$ cat src/rtl/param_seq_detector.sv
// param_seq_detector: runtime-configurable serial sequence detector with a
// Mealy match flag, overlap/non-overlap modes and an optional match counter.
// Optional feature macro: SEQDET_MATCH_CNT_EN (builds match_cnt/cnt_sat/clr_cnt).
module param_seq_detector #(
    parameter int PAT_W = 8,
    parameter int LEN_W = $clog2(PAT_W + 1),
    parameter int CNT_W = 8
) (
    input  logic             clk,
    input  logic             reset,
    input  logic             x,
    input  logic             in_valid,
    input  logic             cfg_load,
    input  logic [PAT_W-1:0] pattern,
    input  logic [LEN_W-1:0] pat_len,
    input  logic             overlap,
    input  logic             clr_cnt,
    output logic             z,
    output logic [CNT_W-1:0] match_cnt,
    output logic             cnt_sat,
    output logic             cfg_err,
    output logic             armed
);

    typedef enum logic [1:0] {
        UNCFG,
        FILL,
        SEARCH
    } state_t;

    state_t           state, state_nxt;
    logic [PAT_W-1:0] hist, hist_nxt;
    logic [LEN_W-1:0] fill, fill_nxt;
    logic [PAT_W-1:0] cfg_pat, cfg_pat_nxt;
    logic [LEN_W-1:0] cfg_len, cfg_len_nxt;
    logic             cfg_ovl, cfg_ovl_nxt;
    logic             cfg_err_nxt;
    logic [PAT_W-1:0] mask;
    logic [PAT_W-1:0] window;
    logic             hit;
    logic             load_ok;

    // Candidate window: stored history with the current bit appended as newest.
    assign window  = {hist[PAT_W-2:0], x};
    assign hit     = ((window ^ cfg_pat) & mask) == '0;
    assign load_ok = (pat_len != '0) && (pat_len <= LEN_W'(PAT_W));
    assign armed   = (state != UNCFG);

    // Mask selecting the low cfg_len bits of the window for comparison.
    always_comb begin
        mask = '0;
        for (int unsigned i = 0; i < PAT_W; i++) begin
            mask[i] = (i < 32'(cfg_len));
        end
    end

    // Next-state, datapath and Mealy output; a load takes precedence over data.
    always_comb begin
        state_nxt   = state;
        hist_nxt    = hist;
        fill_nxt    = fill;
        cfg_pat_nxt = cfg_pat;
        cfg_len_nxt = cfg_len;
        cfg_ovl_nxt = cfg_ovl;
        cfg_err_nxt = cfg_err;
        z           = 1'b0;
        if (cfg_load) begin
            if (load_ok) begin
                cfg_pat_nxt = pattern;
                cfg_len_nxt = pat_len;
                cfg_ovl_nxt = overlap;
                hist_nxt    = '0;
                fill_nxt    = '0;
                cfg_err_nxt = 1'b0;
                state_nxt   = (pat_len == LEN_W'(1)) ? SEARCH : FILL;
            end else begin
                cfg_err_nxt = 1'b1;
            end
        end else if (in_valid) begin
            case (state)
                FILL: begin
                    hist_nxt = window;
                    fill_nxt = fill + LEN_W'(1);
                    if (fill + LEN_W'(1) == cfg_len - LEN_W'(1)) begin
                        state_nxt = SEARCH;
                    end
                end
                SEARCH: begin
                    z = reset & hit;
                    if (hit && !cfg_ovl) begin
                        hist_nxt  = '0;
                        fill_nxt  = '0;
                        state_nxt = (cfg_len == LEN_W'(1)) ? SEARCH : FILL;
                    end else begin
                        hist_nxt = window;
                        if (fill != LEN_W'(PAT_W)) begin
                            fill_nxt = fill + LEN_W'(1);
                        end
                    end
                end
                default: ;
            endcase
        end
    end

    // State, history and configuration registers with synchronous reset.
    always_ff @(posedge clk) begin
        if (!reset) begin
            state   <= UNCFG;
            hist    <= '0;
            fill    <= '0;
            cfg_pat <= '0;
            cfg_len <= '0;
            cfg_ovl <= 1'b0;
            cfg_err <= 1'b0;
        end else begin
            state   <= state_nxt;
            hist    <= hist_nxt;
            fill    <= fill_nxt;
            cfg_pat <= cfg_pat_nxt;
            cfg_len <= cfg_len_nxt;
            cfg_ovl <= cfg_ovl_nxt;
            cfg_err <= cfg_err_nxt;
        end
    end

`ifdef SEQDET_MATCH_CNT_EN
    assign cnt_sat = &match_cnt;

    // Saturating match counter; clear wins over a simultaneous match.
    always_ff @(posedge clk) begin
        if (!reset) begin
            match_cnt <= '0;
        end else if (clr_cnt) begin
            match_cnt <= '0;
        end else if (z && !cnt_sat) begin
            match_cnt <= match_cnt + CNT_W'(1);
        end
    end
`else
    logic unused_clr_cnt;

    assign unused_clr_cnt = clr_cnt;
    assign match_cnt      = '0;
    assign cnt_sat        = 1'b0;
`endif

endmodule

$ cat config.mk
export PLATFORM = sky130hd
export DESIGN_NAME = param_seq_detector
export DESIGN_NICKNAME = d
export VERILOG_FILES = /design/src/rtl/param_seq_detector.sv
export SDC_FILE = /design/constraint.sdc
export NUM_CORES = 1
export LEC_CHECK = 0
export BUFFER_PORTS_ARGS = -buffer_cell sky130_fd_sc_hd__buf_4
export CAP_MARGIN = 20
export CORE_MARGIN = 5
export CORE_UTILIZATION = 50
export CTS_CLUSTER_DIAMETER = 30
export DETAILED_ROUTE_END_ITERATION = 7
export GPL_TIMING_DRIVEN = 0
export PLACE_DENSITY = 0.8
export SYNTH_ARGS = -nofsm -noshare
export SYNTH_HDL_FRONTEND = slang
export SYNTH_SLANG_ARGS = --single-unit
$ cat constraint.sdc
create_clock -name clk -period 2.96 [get_ports clk]
set_input_delay 0.296 -clock clk [delete_from_list [all_inputs] [get_ports clk]]
set_output_delay 0.296 -clock clk [all_outputs]
set_load 0.01 [all_outputs]
==> results.txt <==
----------------------------------------------------
[GRT]
  Global-route wire length before repair ... 5270 um
  Antenna violations before repair ... 0
  Vias in the first global route ... 1,148
  Remaining global-route overflow ... 0
  Pin count of the biggest net entering global routing ... 18
  All-Layer GR Usage ... 15.3%

[Clock network]
  CTS tree ... yes
  Clock latency reported for the late side of the worst-skew pair ... 340 ps
  Number of buffers on the longest clock path ... 2
  CTS H-Tree Depth ... 1
  CTS hold repair buffers ... 0
  Buffers inserted during post-CTS setup optimization ... 0
  Cell chosen for the clock root ... clkbuf_4
  Clk slew on worst S/H paths ... 160 ps
  Num CTS Buffers ... 3
  Total number of clock tree sinks ... 27
  Post_cts resized ... 0

[Placement]
  HPWL Detailed ... 2580 um
  Gp weighted congestion ... 0.814
  DP Worst Slack ... 754 ps
  Count of buffers from port buffering ... 18

[Critical path]
  CP Capture Type ... output port
  Critical path data required time ... 2660 ps
  Data arrival time of the critical path ... 2140 ps
  Maximum fanout count along the critical path ... 6
  Startpoint kind of the worst setup timing path ... flip-flop
  Worst reg2reg startpoint ... cfg_len[0]$_SDFFE_PN0P_
  Number of cells on the worst reg-to-reg path ... 7
  Category of the critical setup timing path ... flip-flop to output port
  Worst-case register-to-register setup slack ... 720 ps
  Worst reg2reg path endpoint ... fill[3]$_SDFFE_PN0P_

[Cells and area]
  Fin nets ... 244
  Fillers ... 308
  Area grow syn2layout ... 15.5%
  Sequential cell area ... 541 um^2
  Total inserted antenna cells ... 0
  Total area of multi-input combinational cells ... 973 um^2
  Share of final-layout standard cells stronger than drive strength 1 ... 20.5%

[Yosys]
  Post-synthesis compound-gate area fraction ... 14.2%
  Largest family of logic cells by synthesized area ... simple AND/OR/NAND/NOR gates
  Largest area contributor in the netlist ... dfxtp_1
  Largest cells by area after synthesis ... dfxtp_1 33%, mux2i_1 9.3%, xor2_1 5.4%, buf_4 4.6%, a21oi_1 4.0%
  Proportion of netlist area held by the largest area contributor ... 33.4%
  Synthesized-area fraction occupied by and/or/nand/nor cells ... 22.1%
  Adder-cell area share of the yosys netlist ... 3.87%
  Mux contribution to synthesized area ... 9.28%
  Parity-gate share of the synthesized area counting xor and xnor cells ... 8.66%
  Number of instances in the synthesized netlist ... 189
  YS warnings ... 0
  Synth Cell Area ... 0.00162 mm^2
  Mean post-synth cell area ... 8.56 um^2
  Yosys cell types ... 46
  Register bit total from synthesis ... 27
  Seq/Total Area, Yosys ... 33.4%

[Drt]
  DR WL/cell ... 12.6 um
  Via density per instance ... 5.09
  Detailed-route via count ... 1,339
  DRC ... 0
  Final Routed Wirelength ... 3320 um
  Remaining antenna violation count after routing ... 0
  DRC marker count from the first detailed-route iteration ... 52
  Detailed Routing Iterations Pass 1 ... 4

[Power and ir drop]
  Power per unit of standard cell area ... 391 mW/mm^2
  Highest ir drop seen on vdd ... 0.287 mV
  Leakage dissipation ... 0.850 nW
  Post-route total power ... 0.731 mW

[STA]
  Clock skew after layout ... 1.30 ps
  Highest attainable clock frequency ... 0.410 GHz
  Slew Limit Fails ... 0
  Actual transition at the worst max-transition pin ... 799 ps
  Worst relative slew slack ... 46.7%
  Period utilisation layout ... 82.4%
  # setup viols final ... 0
  Final Hold Fails ... 0
  Setup total negative slack ... 0 ps
  Unrepaired setup endpoints after global routing ... false
  Minimum clock period ... 2440 ps
  Worst Setup Slack, final ... 521 ps

[Die]
  Chip Height ... 66.9 um
  Die width ... 66.9 um
  Die Outline Area ... 0.00447 mm^2
  Number of rows in the core area ... 20
  Core outline area ... 0.00308 mm^2
  Count of boundary I/O pins ... 31
  Initial Utilization ... 52.6%

[Flow run]
  Maximum Capacitance Violations ... 0

[Min path]
  Min-Delay Path Class ... input pin to flip-flop
  Capture endpoint of the worst hold path ... cfg_pat[2]$_SDFFE_PN0P_
  Cell depth of the worst min-delay path ... 3
  Critical hold path startpoint ... pattern[2]

[Run status]
  Run status ... complete, no violations

----------------------------------------------------
==> synth_stat cells (all sizes together) <==
library cell	n
dfxtp	27
nand2	18
nor2	16
mux2i	15
a21oi	13
buf	13
nand3	13
xor2	10
o21ai	7
inv	6
xnor2	6
ha	5
clkbuf	4
nor2b	4
nor3	4
a211oi	2
a22oi	2
and2	2
o21a	2
or2	2
or4	2
a21o	1
a22o	1
and3	1
conb	1
nand2b	1
nand3b	1
nor3b	1
nor4	1
nor4b	1
o211a	1
o22ai	1
o311ai	1
o31ai	1
o41ai	1
or3	1
or3b	1
==> per-stage QoR <==
stage               cells  hold slack (ps)  utilization (%)  area [um^2]
finish                263              176             60.7         1870
global route          263              149             60.7         1870
CTS                   263              168             60.7         1870
detailed placement    259              465             59.7         1840
global placement      259              452             59.7         1840
floorplan             197              432                -         1650
==> power breakdown <==
part / leakage (nW) / total [mW] / switching [mW] / internal [mW]
logic: 0.612 / 0.165 / 0.0878 / 0.0770
registers: 0.220 / 0.391 / 0.0128 / 0.378
clock network: 0.0183 / 0.176 / 0.120 / 0.0553
total: 0.850 / 0.731 / 0.221 / 0.511
==> how the worst max path moves through the flow <==
stage	from	endpoint	slack, ps	cells past startpoint
floorplan	cfg_len[0]$_SDFFE_PN0P_	fill[0]$_SDFFE_PN0P_	1030	7
global placement	cfg_len[0]$_SDFFE_PN0P_	fill[3]$_SDFFE_PN0P_	770	7
detailed placement	cfg_len[0]$_SDFFE_PN0P_	fill[3]$_SDFFE_PN0P_	750	7
CTS	cfg_len[0]$_SDFFE_PN0P_	z	480	6
global route	cfg_len[0]$_SDFFE_PN0P_	z	320	6
finish	cfg_len[0]$_SDFFE_PN0P_	z	520	6
==> critical path, stage by stage, from the launching register on <==
cell     delay (ps)
dfxtp_1         490
ha_1            180
or3b_1          380
a21oi_1         190
o21ai_1         150
nor3_1          260
buf_4           160
==> layout make-up <==
cell class / count / area share (%)
Multi-Input combinational cell: 147 / 52.1
Tap cell: 44 / 2.95
Clock inverter: 1 / 0.469
Clock buffer: 3 / 1.20
Inverter: 6 / 1.20
Buffer: 17 / 5.96
Timing Repair Buffer: 18 / 7.23
Sequential cell: 27 / 28.9
==> cell families after synthesis <==
logic type,after synthesis
other,1
multiplexers,15
flip-flops,27
AND/OR/NAND/NOR,69
AO/OA/AOI/OAI,33
buffers and inverters,23
XOR/XNOR,16
adder cells (fa/ha/maj),5
==> routing by layer <==
metal,vias to the layer above,wire length (um),track usage (%)
met1,613,1510,18.8
met3,4,158,3.71
met5,-,0,0
met4,0,19,2.28
met2,27,1630,27.2
li1,695,-,-
==> placed cells by master (no fill, tap or decap), types with 2 or more instances in the layout <==
cell,instances
xor2_1,10
clkbuf_4,3
a211oi_1,2
and2_1,2
nor2_1,16
conb_1,9
a22oi_1,2
dfxtp_1,27
clkbuf_1,4
buf_2,2
or2_2,2
xnor2_1,6
a21oi_1,13
nor3_1,3
buf_4,28
mux2i_1,15
nor2b_1,4
nand2_1,17
ha_1,5
o21ai_0,5
inv_1,6
nand3_1,12
==> flip-flops by register name, indices dropped and copies added (netlist names) <==
| signal | count |
|---|---|
| cfg_err | 1 |
| cfg_len | 4 |
| cfg_ovl | 1 |
| cfg_pat | 8 |
| fill | 4 |
| hist | 7 |
| state | 2 |
Power figures use the tool's default switching activity.
